### src/rtl/cmd_sequencer_if.sv
// cmd_sequencer_if
//   Bundles the RX, register-file, ALU and TX signals of the command sequencer.
//   The sequencer connects through the master modport. The environment (UART
//   RX/TX, register file, ALU) connects through the slave modport.
//   RX : RX_P_DATA, RX_D_VLD, FRAME_ERR                      (to sequencer)
//   RF : RF_WR_EN, RF_RD_EN, RF_ADDR, RF_WR_DATA             (from sequencer)
//        RF_RD_DATA, RF_RD_VLD                               (to sequencer)
//   ALU: ALU_EN, ALU_FUN, CLK_GATE_EN                        (from sequencer)
//        ALU_OUT, ALU_OUT_VLD                                (to sequencer)
//   TX : TX_P_DATA, TX_D_VLD (from sequencer), TX_BUSY       (to sequencer)
interface cmd_sequencer_if #(
   parameter int DATA_WIDTH = 8,
   parameter int ADDR_WIDTH = 4,
   parameter int FUN_WIDTH  = 4
);
   logic [DATA_WIDTH-1:0]   RX_P_DATA;
   logic                    RX_D_VLD;
   logic                    FRAME_ERR;
   logic                    RF_WR_EN;
   logic                    RF_RD_EN;
   logic [ADDR_WIDTH-1:0]   RF_ADDR;
   logic [DATA_WIDTH-1:0]   RF_WR_DATA;
   logic [DATA_WIDTH-1:0]   RF_RD_DATA;
   logic                    RF_RD_VLD;
   logic                    ALU_EN;
   logic [FUN_WIDTH-1:0]    ALU_FUN;
   logic [2*DATA_WIDTH-1:0] ALU_OUT;
   logic                    ALU_OUT_VLD;
   logic                    CLK_GATE_EN;
   logic [DATA_WIDTH-1:0]   TX_P_DATA;
   logic                    TX_D_VLD;
   logic                    TX_BUSY;

   modport master (
      input  RX_P_DATA, RX_D_VLD, FRAME_ERR,
      input  RF_RD_DATA, RF_RD_VLD, ALU_OUT, ALU_OUT_VLD, TX_BUSY,
      output RF_WR_EN, RF_RD_EN, RF_ADDR, RF_WR_DATA,
      output ALU_EN, ALU_FUN, CLK_GATE_EN, TX_P_DATA, TX_D_VLD
   );

   modport slave (
      output RX_P_DATA, RX_D_VLD, FRAME_ERR,
      output RF_RD_DATA, RF_RD_VLD, ALU_OUT, ALU_OUT_VLD, TX_BUSY,
      input  RF_WR_EN, RF_RD_EN, RF_ADDR, RF_WR_DATA,
      input  ALU_EN, ALU_FUN, CLK_GATE_EN, TX_P_DATA, TX_D_VLD
   );
endinterface

### src/rtl/cmd_sequencer.sv
// cmd_sequencer
//   System controller between UART RX/TX, register file and ALU. Decodes
//   multi-frame commands (0xAA write, 0xBB read, 0xCC ALU with operands,
//   0xDD ALU without operands). It sequences the register-file and ALU
//   strobes, gates the ALU clock, and returns results as bytes on TX.
//   Ports:
//     CLK - rising-edge system clock
//     RST - synchronous active-low reset; clears all outputs, state to IDLE
//     bus - cmd_sequencer_if.master (RX, RF, ALU and TX signal groups)
module cmd_sequencer #(
   parameter int DATA_WIDTH = 8,
   parameter int ADDR_WIDTH = 4,
   parameter int FUN_WIDTH  = 4
) (
   input logic            CLK,
   input logic            RST,
   cmd_sequencer_if.master bus
);

   localparam logic [DATA_WIDTH-1:0] CMD_WR      = DATA_WIDTH'(8'hAA);
   localparam logic [DATA_WIDTH-1:0] CMD_RD      = DATA_WIDTH'(8'hBB);
   localparam logic [DATA_WIDTH-1:0] CMD_ALU_OP  = DATA_WIDTH'(8'hCC);
   localparam logic [DATA_WIDTH-1:0] CMD_ALU_NOP = DATA_WIDTH'(8'hDD);

   typedef enum logic [3:0] {
      IDLE, WR_ADDR, WR_DATA, RD_ADDR, RD_WAIT, OP_A, OP_B, FUN,
      ALU_START, ALU_WAIT, TX_REQ, TX_ACK, TX_DONE
   } state_t;

   state_t                  state;
   logic [ADDR_WIDTH-1:0]   addr_lat;
   logic [2*DATA_WIDTH-1:0] resp;
   logic                    two_byte;  // response has a high byte to send
   logic                    hi_sel;    // currently sending the high byte
   logic                    rx_ok;
   logic                    rx_bad;

   always_comb begin
      rx_ok  = bus.RX_D_VLD & ~bus.FRAME_ERR;
      rx_bad = bus.RX_D_VLD &  bus.FRAME_ERR;
   end

   always_ff @(posedge CLK) begin
      if (!RST) begin
         state           <= IDLE;
         addr_lat        <= '0;
         resp            <= '0;
         two_byte        <= 1'b0;
         hi_sel          <= 1'b0;
         bus.RF_WR_EN    <= 1'b0;
         bus.RF_RD_EN    <= 1'b0;
         bus.RF_ADDR     <= '0;
         bus.RF_WR_DATA  <= '0;
         bus.ALU_EN      <= 1'b0;
         bus.ALU_FUN     <= '0;
         bus.CLK_GATE_EN <= 1'b0;
         bus.TX_P_DATA   <= '0;
         bus.TX_D_VLD    <= 1'b0;
      end else begin
         // Strobes default low so each assertion below lasts one cycle.
         bus.RF_WR_EN <= 1'b0;
         bus.RF_RD_EN <= 1'b0;
         bus.ALU_EN   <= 1'b0;
         bus.TX_D_VLD <= 1'b0;

         case (state)
            IDLE: begin
               if (rx_ok) begin
                  case (bus.RX_P_DATA)
                     CMD_WR:      state <= WR_ADDR;
                     CMD_RD:      state <= RD_ADDR;
                     CMD_ALU_OP:  state <= OP_A;
                     CMD_ALU_NOP: state <= FUN;
                     default:     state <= IDLE;
                  endcase
               end
            end
            WR_ADDR: begin
               if (rx_bad) begin
                  state <= IDLE;
               end else if (rx_ok) begin
                  addr_lat <= bus.RX_P_DATA[ADDR_WIDTH-1:0];
                  state    <= WR_DATA;
               end
            end
            WR_DATA: begin
               if (rx_bad) begin
                  state <= IDLE;
               end else if (rx_ok) begin
                  bus.RF_WR_EN   <= 1'b1;
                  bus.RF_ADDR    <= addr_lat;
                  bus.RF_WR_DATA <= bus.RX_P_DATA;
                  state          <= IDLE;
               end
            end
            RD_ADDR: begin
               if (rx_bad) begin
                  state <= IDLE;
               end else if (rx_ok) begin
                  bus.RF_RD_EN <= 1'b1;
                  bus.RF_ADDR  <= bus.RX_P_DATA[ADDR_WIDTH-1:0];
                  state        <= RD_WAIT;
               end
            end
            RD_WAIT: begin
               if (bus.RF_RD_VLD) begin
                  resp     <= {{DATA_WIDTH{1'b0}}, bus.RF_RD_DATA};
                  two_byte <= 1'b0;
                  hi_sel   <= 1'b0;
                  state    <= TX_REQ;
               end
            end
            OP_A: begin
               if (rx_bad) begin
                  state <= IDLE;
               end else if (rx_ok) begin
                  bus.RF_WR_EN   <= 1'b1;
                  bus.RF_ADDR    <= '0;
                  bus.RF_WR_DATA <= bus.RX_P_DATA;
                  state          <= OP_B;
               end
            end
            OP_B: begin
               if (rx_bad) begin
                  state <= IDLE;
               end else if (rx_ok) begin
                  bus.RF_WR_EN   <= 1'b1;
                  bus.RF_ADDR    <= ADDR_WIDTH'(1);
                  bus.RF_WR_DATA <= bus.RX_P_DATA;
                  state          <= FUN;
               end
            end
            FUN: begin
               if (rx_bad) begin
                  state <= IDLE;
               end else if (rx_ok) begin
                  bus.ALU_FUN     <= bus.RX_P_DATA[FUN_WIDTH-1:0];
                  bus.CLK_GATE_EN <= 1'b1;
                  state           <= ALU_START;
               end
            end
            // One cycle with the gate open before the strobe lets the gated
            // ALU clock settle.
            ALU_START: begin
               bus.ALU_EN <= 1'b1;
               state      <= ALU_WAIT;
            end
            ALU_WAIT: begin
               if (bus.ALU_OUT_VLD) begin
                  resp            <= bus.ALU_OUT;
                  bus.CLK_GATE_EN <= 1'b0;
                  two_byte        <= 1'b1;
                  hi_sel          <= 1'b0;
                  state           <= TX_REQ;
               end
            end
            TX_REQ: begin
               if (!bus.TX_BUSY) begin
                  bus.TX_D_VLD  <= 1'b1;
                  bus.TX_P_DATA <= hi_sel ? resp[2*DATA_WIDTH-1:DATA_WIDTH]
                                          : resp[DATA_WIDTH-1:0];
                  state         <= TX_ACK;
               end
            end
            TX_ACK: begin
               if (bus.TX_BUSY) state <= TX_DONE;
            end
            TX_DONE: begin
               if (!bus.TX_BUSY) begin
                  if (two_byte && !hi_sel) begin
                     hi_sel <= 1'b1;
                     state  <= TX_REQ;
                  end else begin
                     state <= IDLE;
                  end
               end
            end
            default: state <= IDLE;
         endcase
      end
   end

endmodule
### src/flat_wrapper.sv
// flat-port wrapper written by rule: the top's interface ports become plain ports
module cmd_sequencer_flat 
#(
   parameter int DATA_WIDTH = 8,
   parameter int ADDR_WIDTH = 4,
   parameter int FUN_WIDTH  = 4
)
  (CLK, RST, bus_RX_P_DATA, bus_RX_D_VLD, bus_FRAME_ERR, bus_RF_RD_DATA, bus_RF_RD_VLD, bus_ALU_OUT, bus_ALU_OUT_VLD, bus_TX_BUSY, bus_RF_WR_EN, bus_RF_RD_EN, bus_RF_ADDR, bus_RF_WR_DATA, bus_ALU_EN, bus_ALU_FUN, bus_CLK_GATE_EN, bus_TX_P_DATA, bus_TX_D_VLD);
  cmd_sequencer_if #(.DATA_WIDTH(DATA_WIDTH), .ADDR_WIDTH(ADDR_WIDTH), .FUN_WIDTH(FUN_WIDTH)) bus_i ();
  input logic CLK;
  input logic RST;
  input wire logic [$bits(bus_i.RX_P_DATA)-1:0] bus_RX_P_DATA;
  input wire logic [$bits(bus_i.RX_D_VLD)-1:0] bus_RX_D_VLD;
  input wire logic [$bits(bus_i.FRAME_ERR)-1:0] bus_FRAME_ERR;
  input wire logic [$bits(bus_i.RF_RD_DATA)-1:0] bus_RF_RD_DATA;
  input wire logic [$bits(bus_i.RF_RD_VLD)-1:0] bus_RF_RD_VLD;
  input wire logic [$bits(bus_i.ALU_OUT)-1:0] bus_ALU_OUT;
  input wire logic [$bits(bus_i.ALU_OUT_VLD)-1:0] bus_ALU_OUT_VLD;
  input wire logic [$bits(bus_i.TX_BUSY)-1:0] bus_TX_BUSY;
  output wire logic [$bits(bus_i.RF_WR_EN)-1:0] bus_RF_WR_EN;
  output wire logic [$bits(bus_i.RF_RD_EN)-1:0] bus_RF_RD_EN;
  output wire logic [$bits(bus_i.RF_ADDR)-1:0] bus_RF_ADDR;
  output wire logic [$bits(bus_i.RF_WR_DATA)-1:0] bus_RF_WR_DATA;
  output wire logic [$bits(bus_i.ALU_EN)-1:0] bus_ALU_EN;
  output wire logic [$bits(bus_i.ALU_FUN)-1:0] bus_ALU_FUN;
  output wire logic [$bits(bus_i.CLK_GATE_EN)-1:0] bus_CLK_GATE_EN;
  output wire logic [$bits(bus_i.TX_P_DATA)-1:0] bus_TX_P_DATA;
  output wire logic [$bits(bus_i.TX_D_VLD)-1:0] bus_TX_D_VLD;
  assign bus_i.RX_P_DATA = bus_RX_P_DATA;
  assign bus_i.RX_D_VLD = bus_RX_D_VLD;
  assign bus_i.FRAME_ERR = bus_FRAME_ERR;
  assign bus_i.RF_RD_DATA = bus_RF_RD_DATA;
  assign bus_i.RF_RD_VLD = bus_RF_RD_VLD;
  assign bus_i.ALU_OUT = bus_ALU_OUT;
  assign bus_i.ALU_OUT_VLD = bus_ALU_OUT_VLD;
  assign bus_i.TX_BUSY = bus_TX_BUSY;
  assign bus_RF_WR_EN = bus_i.RF_WR_EN;
  assign bus_RF_RD_EN = bus_i.RF_RD_EN;
  assign bus_RF_ADDR = bus_i.RF_ADDR;
  assign bus_RF_WR_DATA = bus_i.RF_WR_DATA;
  assign bus_ALU_EN = bus_i.ALU_EN;
  assign bus_ALU_FUN = bus_i.ALU_FUN;
  assign bus_CLK_GATE_EN = bus_i.CLK_GATE_EN;
  assign bus_TX_P_DATA = bus_i.TX_P_DATA;
  assign bus_TX_D_VLD = bus_i.TX_D_VLD;
  cmd_sequencer #(.DATA_WIDTH(DATA_WIDTH), .ADDR_WIDTH(ADDR_WIDTH), .FUN_WIDTH(FUN_WIDTH)) u_core (.CLK(CLK), .RST(RST), .bus(bus_i));
endmodule
### config.mk
export PLATFORM = sky130hd
export DESIGN_NAME = cmd_sequencer_flat
export DESIGN_NICKNAME = d
export VERILOG_FILES = /design/src/rtl/cmd_sequencer_if.sv /design/src/rtl/cmd_sequencer.sv /design/src/flat_wrapper.sv
export SDC_FILE = /design/constraint.sdc
export NUM_CORES = 1
export LEC_CHECK = 0
export CORE_MARGIN = 3
export CORE_UTILIZATION = 49
export DETAILED_ROUTE_END_ITERATION = 8
export PLACE_DENSITY = 0.81
export SLEW_MARGIN = 15
export SYNTH_ARGS = -nofsm -noshare
export SYNTH_HDL_FRONTEND = slang
export SYNTH_SLANG_ARGS = --single-unit
### constraint.sdc
create_clock -name CLK -period 2.27 [get_ports CLK]
set_input_delay 0.454 -clock CLK [delete_from_list [all_inputs] [get_ports CLK]]
set_output_delay 0.454 -clock CLK [all_outputs]
set_load 0.02 [all_outputs]
# Word level (Yosys, flattened, before mapping)

Cells that the tools add are included.

Eq/ne operators: 39
Muxes and demuxes: 47
Bitwise gates (word level): 5
Reductions and logical operators: 20

Operators with widths:

| cell                                                                     | count |
|---|---|
| 4-bit two-way mux                                                        | 26 |
| 4-bit case mux with 13 select lines                                      | 1 |
| 8-bit equality test (second input constant)                              | 4 |
| 16-bit two-way mux                                                       | 2 |
| 16-bit case mux with 2 select lines                                      | 1 |
| 4-bit equality test (second input constant)                              | 5 |
| 2-bit inequality test (second input constant)                            | 10 |
| 3-bit by 1-bit inequality test with 1-bit output (second input constant) | 6 |
| 4-bit by 3-bit equality test with 1-bit output (second input constant)   | 4 |
| 4-bit case mux with 4 select lines                                       | 1 |
| 2-bit by 1-bit inequality test with 1-bit output (second input constant) | 7 |
| 3-bit case mux with 4 select lines                                       | 1 |
| 12-bit AND reduction                                                     | 1 |
| 3-bit AND reduction                                                      | 4 |
| 1-bit two-way mux                                                        | 11 |
| 9-bit AND reduction                                                      | 1 |
| 4-bit by 2-bit equality test with 1-bit output (second input constant)   | 2 |
| 8-bit two-way mux                                                        | 1 |
| 2-bit AND reduction                                                      | 4 |
| 5-bit AND reduction                                                      | 1 |
| 4-bit by 1-bit equality test with 1-bit output (second input constant)   | 1 |
| 4-bit zero test                                                          | 1 |
| 1-bit case mux with 2 select lines                                       | 2 |
| 4-bit AND reduction                                                      | 1 |
| 9 further kinds                                                          | 13 |

Register bits: 55
Input port bits: 39

# Depth between registers and ports, before layout

Gate-level depths: netlist (run 1).

Word-level depth: 5
Mapped depth: 7
Depth with buffers taken out: 5

# Worst setup path after synthesis (run 1)

Ideal clock, no wire load.

Kind: register -> register
Start point: reg u_core.hi_sel
End point: reg u_core.state[3]
Arrival time: 1.447 ns
Required time: 2.134 ns
Slack: 0.687 ns
Cell stages (with the launch flop): 6
Period minus slack after synthesis: 1.583 ns
Cell sequence: dfxtp_1 -> buf_1 -> o21ai_0 -> a211o_1 -> a221oi_1 -> a211oi_1

Cells in the longest elaborated chain, start to end: 5

RTL lines:

| element                             | RTL line             | text |
|---|---|---|
| start, declared                     | cmd_sequencer.sv:34  | `logic hi_sel;` |
| start signal, assigned              | cmd_sequencer.sv:49  | `hi_sel <= 1'b0;` |
| start signal, assigned              | cmd_sequencer.sv:109 | `hi_sel <= 1'b0;` |
| start signal, assigned              | cmd_sequencer.sv:153 | `hi_sel <= 1'b0;` |
| 1-bit zero test                     | cmd_sequencer.sv:170 | `if (two_byte && !hi_sel) begin` |
| 1-bit logical AND                   | cmd_sequencer.sv:170 |  |
| 4-bit two-way mux                   | cmd_sequencer.sv:170 |  |
| 4-bit two-way mux                   | cmd_sequencer.sv:169 | `if (!bus.TX_BUSY) begin` |
| 4-bit case mux with 13 select lines | cmd_sequencer.sv:66  | `case (state)` |
| end signal, assigned                | cmd_sequencer.sv:70  | `CMD_WR: state <= WR_ADDR;` |
| end signal, assigned                | cmd_sequencer.sv:71  | `CMD_RD: state <= RD_ADDR;` |
| end signal, assigned                | cmd_sequencer.sv:172 | `state <= TX_REQ;` |
| end, declared                       | cmd_sequencer.sv:30  | `state_t state;` |

Every way passes these cells. The select of a mux whose other input is x is not followed.
A chain may end at the register's enable or synchronous reset.

# Final worst setup path (run 1)

Start point: reg u_core.state[0]
End point: reg u_core.state[1]

Cells in the longest elaborated chain, start to end: 3

RTL lines:

| element                                                                            | RTL line            | text |
|---|---|---|
| start signal, assigned                                                             | cmd_sequencer.sv:45 | `state <= IDLE;` |
| start signal, assigned                                                             | cmd_sequencer.sv:70 |  |
| start signal, assigned                                                             | cmd_sequencer.sv:71 |  |
| 4-bit by 3-bit equality test with 1-bit output (tied with other cells)             | cmd_sequencer.sv:66 |  |
| 3-bit by 1-bit inequality test with 1-bit output (no line) (tied with other cells) | n/a                 |  |
| 12-bit AND reduction (no line)                                                     | n/a                 |  |

Parallel ways exist; a longest one is shown, timed or not.

==> out/summary.txt, run 1 <==
clock buffer depth: 2
io pins: 68
Post-Syn Nets: 326
CTS H-Tree Depth: 2
top-count cell post-synth: dfxtp_1
height of the die: 79.7 um
Tightest Hold Check Type: reg -> reg
TNS Setup: 0 ps
number of global-route vias before repair: 2247
CP Max Fanout: 16
synthesized area per cell: 9.28 sq um
DR WL/cell: 15.3 um
XOR/XNOR Fraction of Synth Area: 0.0132
Pleak: 1.25 nW
Worst setup SP type: flip-flop
unrepaired setup endpoints after global routing: false
top cell type's share of synthesized area: 0.413
post-DP HPWL: 4930 um
DRT iter0 DRCs: 147
Worst Setup Slack, final: 258 ps
Synth Warn #: 0
post-synthesis cell count: 287
post-route insts no fill: 429
clk sinks: 55
post-CTS setup buffers: 0
critical path startpoint: u_core.state[0]$_SDFFE_PN0P_
required time of the critical path: 2470 ps
clock buffer count from CTS: 5
Post-synth EDFFs: 0
post-synth top area cell: dfxtp_1
power per cell area: 688 nW/um^2
Cells after DPL: 421
Setup WS pre-CTS: 85.2 ps
FP Rows: 26
largest net degree at the start of global routing: 28
Reg clk slew, reported paths: 100 ps
number of port buffers: 67
Max-Cap Viols: 0
final setup violation count: 0
GRT overflow: 0
sequential area share after synthesis: 0.413
Worst VDD drop: 0.427 mV
GP Congestion: 0.885
Layout area overhead: 31.8%
Setup crit end kind: flip-flop
share of layout cells above drive strength 1: 0.0975
Vias/cell: 5.64
initial core utilization: 0.515
simple-gate share of the synthesized area: 0.195
initial antenna violation count: 0
synthesis-stage register bit count: 55
worst r2r src: u_core.state[0]$_SDFFE_PN0P_
critical path endpoint: u_core.state[1]$_SDFFE_PN0P_
drt first pass iters: 4
status: finished clean
CTS tree: built
DRC: 0
fillcell total: 419
Core Region: 5170 sq um
R2R cell count: 6
Distinct cells, synth: 59
Total GRT Usage: 0.210
Relative slew margins: 0.613
Nets: 397
Setup Skew: 8.71 ps
crit path kind: reg -> reg
Multi-input gate area: 1420 sq um
PostCTS Resize Cnt: 0
Post-Syn Area: 2660 sq um
Post-Route WL: 6550 um
final period utilization: 0.887
max-slew violation count: 0
worst path arrival time: 2210 ps
largest family of logic cells by synthesized area: simple AND/OR/NAND/NOR gates
Final Hold Viols: 0
die span in x: 79.7 um
mux share of post-synthesis cell area: 0.137
most frequent cells after synthesis: dfxtp_1, nor2_1, mux2i_1
full die area: 6360 sq um
Ant. Diodes: 0
vias after detailed routing: 2420
Synth Area in Compound Gates: 0.186
DRT antenna net count: 0
reg2reg end: u_core.state[1]$_SDFFE_PN0P_
Root Buffer: clkbuf_8
minimum clock period: 2010 ps
first-pass GRT wire length: 10800 um
Post-synth top flop: dfxtp_1
Worst-Margin Slew: 580 ps
hold buffers post-CTS: 0
main area contributors after synthesis: dfxtp_1, mux2i_1, nor2_1
adder-cell share of the synthesized area: 0
post-synthesis async set-or-reset flop share: 0
Fmax: 0.497 GHz
Worst R2R Setup Slack: 260 ps
worst-skew pair later-pin latency: 310 ps
area occupied by registers: 1100 sq um
## metrics by stage
| step | power (W) | utilization | hold slack, ps | cell area (sq um) |
|---|---|---|---|---|
| floorplan | 0.00163 | - | 465 | 2660 |
| global placement | 0.00185 | 0.660 | 446 | 3420 |
| detailed placement | 0.00186 | 0.660 | 469 | 3420 |
| CTS | 0.00242 | 0.679 | 487 | 3510 |
| global route | 0.00254 | 0.679 | 513 | 3510 |
| finish | 0.00242 | 0.679 | 485 | 3510 |
## placed cells by master, fill, tap and decap left out, types with 2 or more instances in the layout
cell type / synthesis / layout
nand2_1: 6 / 6
nand3_1: 6 / 6
and2_1: 4 / 4
nor3b_1: 5 / 5
and3_1: 2 / 2
dfxtp_1: 55 / 55
mux2i_1: 35 / 35
o211ai_1: 2 / 2
xnor2_1: 4 / 4
a22oi_1: 9 / 9
clkbuf_8: 0 / 5
nand2b_1: 3 / 3
nor3_1: 7 / 7
inv_1: 3 / 3
nand4_1: 2 / 2
a21o_1: 2 / 2
o2bb2ai_1: 3 / 3
clkdlybuf4s50_1: 0 / 67
nor4bb_1: 3 / 3
nor2b_1: 2 / 2
nor2_1: 49 / 49
o21ai_0: 5 / 5
a21oi_1: 13 / 13
buf_4: 1 / 16
a211oi_1: 16 / 16
## where the power goes
group	internal, W	switching (W)
combinational	0.000353	0.000409
sequential	0.00103	0.0000655
clock	0.000227	0.000335
## layer usage
layer	vias up	part of all wire	track usage
li1	1191	-	-
met5	-	0	0
met2	84	0.49	0.337
met3	8	0.063	0.0418
met4	0	0.013	0.0524
met1	1137	0.44	0.289
## sequential cells by signal, indices dropped and copies added, names as in the netlist, 4 cells and up
signal,count
u_core.addr_lat,4
u_core.bus.ALU_FUN,4
u_core.bus.RF_ADDR,4
u_core.bus.RF_WR_DATA,8
u_core.bus.TX_P_DATA,8
u_core.resp,16
u_core.state,4
## worst max-delay path: stages (launching register included)
cell       delay [ps]
dfxtp_1           690
buf_4             220
nand2_2            80
a2bb2oi_1         180
o31ai_1           310
nor2_1            150
o221a_2           290
## kinds of logic (layout without fill, tap and decap cells)
family	Yosys count	after routing
simple gates	100	100
mux	36	36
flops	55	55
buf+inv	24	96
xor+xnor	4	4
compound gates	68	68
## worst min-delay path by stage
stage | slack (ps) | endpoint | start | depth (start not counted)
after CTS | 490 | u_core.bus.CLK_GATE_EN$_SDFFE_PN0P_ | u_core.bus.CLK_GATE_EN$_SDFFE_PN0P_ | 2
after detailed placement | 470 | u_core.bus.RF_ADDR[0]$_SDFFE_PN0P_ | u_core.bus.RF_ADDR[0]$_SDFFE_PN0P_ | 2
after floorplan | 470 | u_core.resp[10]$_SDFFE_PN0P_ | u_core.resp[10]$_SDFFE_PN0P_ | 2
after global routing | 510 | u_core.bus.RF_ADDR[0]$_SDFFE_PN0P_ | u_core.bus.RF_ADDR[0]$_SDFFE_PN0P_ | 2
final | 480 | u_core.bus.CLK_GATE_EN$_SDFFE_PN0P_ | u_core.bus.CLK_GATE_EN$_SDFFE_PN0P_ | 2
after global placement | 450 | u_core.bus.RF_ADDR[0]$_SDFFE_PN0P_ | u_core.bus.RF_ADDR[0]$_SDFFE_PN0P_ | 2
## cell type report
| cell class | count | share of cell area |
|---|---|---|
| multi-input combinational | 208 | 0.404 |
| sequential | 55 | 0.314 |
| timing repair buffer | 83 | 0.225 |
| tap | 70 | 0.0249 |
| clock buffer | 5 | 0.0196 |
| clock inverter | 3 | 0.00784 |
| inverter | 5 | 0.00534 |
No activity file was read; power rests on OpenSTA's default activity.
==> run 2: changes to the inputs <==
--- a/config.mk
+++ b/config.mk
@@ -5,7 +5,7 @@
 export SDC_FILE = /design/constraint.sdc
 export NUM_CORES = 1
 export LEC_CHECK = 0
-export CORE_MARGIN = 3
+export CORE_MARGIN = 8
 export CORE_UTILIZATION = 49
 export DETAILED_ROUTE_END_ITERATION = 8
 export PLACE_DENSITY = 0.81
==> run 2 against run 1 <==
Maximum frequency increased by 3.0%. Register-to-register slack improved by 60 ps. Wire length increased by 7.2%. Clock power increased by 18%. Largest cell class unchanged.
==> out/summary.txt, run 2 (synthesis gave the netlist of run 1 again) <==
status: finished clean
minimum clock period: 1950 ps
Vias/cell: 5.66
number of port buffers: 67
PostCTS Resize Cnt: 0
post-CTS setup buffers: 0
critical-path cell list: inv_1, mux2_4, nor3_4, buf_4, mux2i_1, nor2_1
Top reg by flops: u_core.resp
hold buffers post-CTS: 0
Total GRT Usage: 0.174
number of global-route vias before repair: 2390
CP delay by family, top: flip-flops
fin util: 0.655
Relative slew margins: 0.602
Setup Skew: 9.76 ps
DRT iter0 DRCs: 115
most frequent cells in the layout: clkdlybuf4s50_1, dfxtp_1, nor2_1
TNS Setup: 0 ps
initial core utilization: 0.496
Core Region: 5370 sq um
Pleak: 1.25 nW
Setup crit end kind: flip-flop
max-slew violation count: 0
final setup violation count: 0
Tightest Hold Check Type: reg -> reg
largest net degree at the start of global routing: 52
share of layout cells above drive strength 1: 0.0871
unrepaired setup endpoints after global routing: false
post-DP HPWL: 5140 um
GP Congestion: 0.953
clock buffer count from CTS: 5
Reg clk slew, reported paths: 100 ps
Final Hold Viols: 0
Root Buffer: clkbuf_8
Critical Path Max Stage Delay: 640 ps
worst path arrival time: 2160 ps
die span in x: 89.7 um
most common cell after layout, fill and taps aside: clkdlybuf4s50_1
DRC: 0
Nets: 394
GRT overflow: 0
full die area: 8050 sq um
CP Max Fanout: 13
max reg flops: 16
CTS tree: built
DR WL/cell: 16.4 um
clock buffer depth: 2
crit path kind: reg -> reg
final period utilization: 0.860
vias after detailed routing: 2424
Ant. Diodes: 0
top flop regs: u_core.resp: 16 flops, u_core.bus.RF_WR_DATA: 8 flops, u_core.bus.TX_P_DATA: 8 flops
Worst VDD drop: 0.527 mV
DRT antenna net count: 0
FP Rows: 27
required time of the critical path: 2480 ps
power per cell area: 715 nW/um^2
fillcell total: 447
Layout area overhead: 32.1%
CTS H-Tree Depth: 2
first-pass GRT wire length: 11700 um
worst-skew pair later-pin latency: 320 ps
initial antenna violation count: 0
Buffers & Inverters on Critical Path: 2
Fmax: 0.512 GHz
Post-Route WL: 7020 um
io pins: 68
Worst-Margin Slew: 596 ps
height of the die: 89.7 um
Worst setup SP type: flip-flop
Max-Cap Viols: 0
Crit-path slowest cell: dfxtp_1
drt first pass iters: 4
clk sinks: 55
run 2: cell types whose count changed in the layout (fill, tap and decap cells not counted):
cell | before | now
inv_6 | 0 | 1
clkbuf_1 | 0 | 1
buf_12 | 0 | 1
buf_4 | 16 | 12
clkinvlp_4 | 1 | 0
bufinv_16 | 0 | 1
inv_8 | 1 | 0
clkinv_4 | 1 | 0
run 2: metal layers:
layer  up-vias  global-route usage  routed length, um
met5         -                   0                  0
met4         0              0.0621                114
met3        11              0.0507                462
met2        78               0.287               3370
met1      1146               0.208               3060
li1       1189                   -                  -
run 2: final cells by class:
class	instances	area (sq um)	area share
repair buffers	80	781	0.222
multi-input cells	208	1420	0.403
inverters	5	18.8	0.00533
clock buffers	6	72.6	0.0206
clock inverters	2	38.8	0.0110
flip-flops and latches	55	1100	0.313
well taps	72	90.1	0.0256
run 2: worst min-delay path: stages (launching register included):
cell	delay, ps
dfxtp_1	320
nand2_1	50
a21oi_1	50
run 2: path summary, 6_finish.rpt:
path / from / to / slack (ps) / cells past startpoint
worst min-delay path: u_core.bus.RF_ADDR[0]$_SDFFE_PN0P_ / u_core.bus.RF_ADDR[0]$_SDFFE_PN0P_ / 460 / 2
worst max register to register: u_core.state[1]$_SDFFE_PN0P_ / u_core.bus.RF_WR_DATA[3]$_SDFFE_PN0P_ / 320 / 6
worst max-delay path: u_core.state[1]$_SDFFE_PN0P_ / u_core.bus.RF_WR_DATA[3]$_SDFFE_PN0P_ / 320 / 6
worst min register to register: u_core.bus.RF_ADDR[0]$_SDFFE_PN0P_ / u_core.bus.RF_ADDR[0]$_SDFFE_PN0P_ / 460 / 2
run 2: power by group:
part           switching [W]  total [W]  internal [W]
Sequential         0.0000859    0.00111       0.00103
Clock               0.000333   0.000667      0.000334
Combinational       0.000389   0.000736      0.000347
Total               0.000807    0.00252       0.00171
run 2: metrics by stage:
stage | cells | setup slack (ps) | cell area (sq um) | total power, W | hold WS (ps)
5_1_grt | 428 | 150 | 3520 | 0.00265 | 511
3_5_place_dp | 420 | 93.6 | 3410 | 0.00186 | 447
2_1_floorplan | 287 | 687 | 2660 | 0.00163 | 465
4_1_cts | 428 | 332 | 3520 | 0.00252 | 461
6_report | 428 | 317 | 3520 | 0.00252 | 460
3_3_place_gp | 420 | 157 | 3410 | 0.00184 | 446
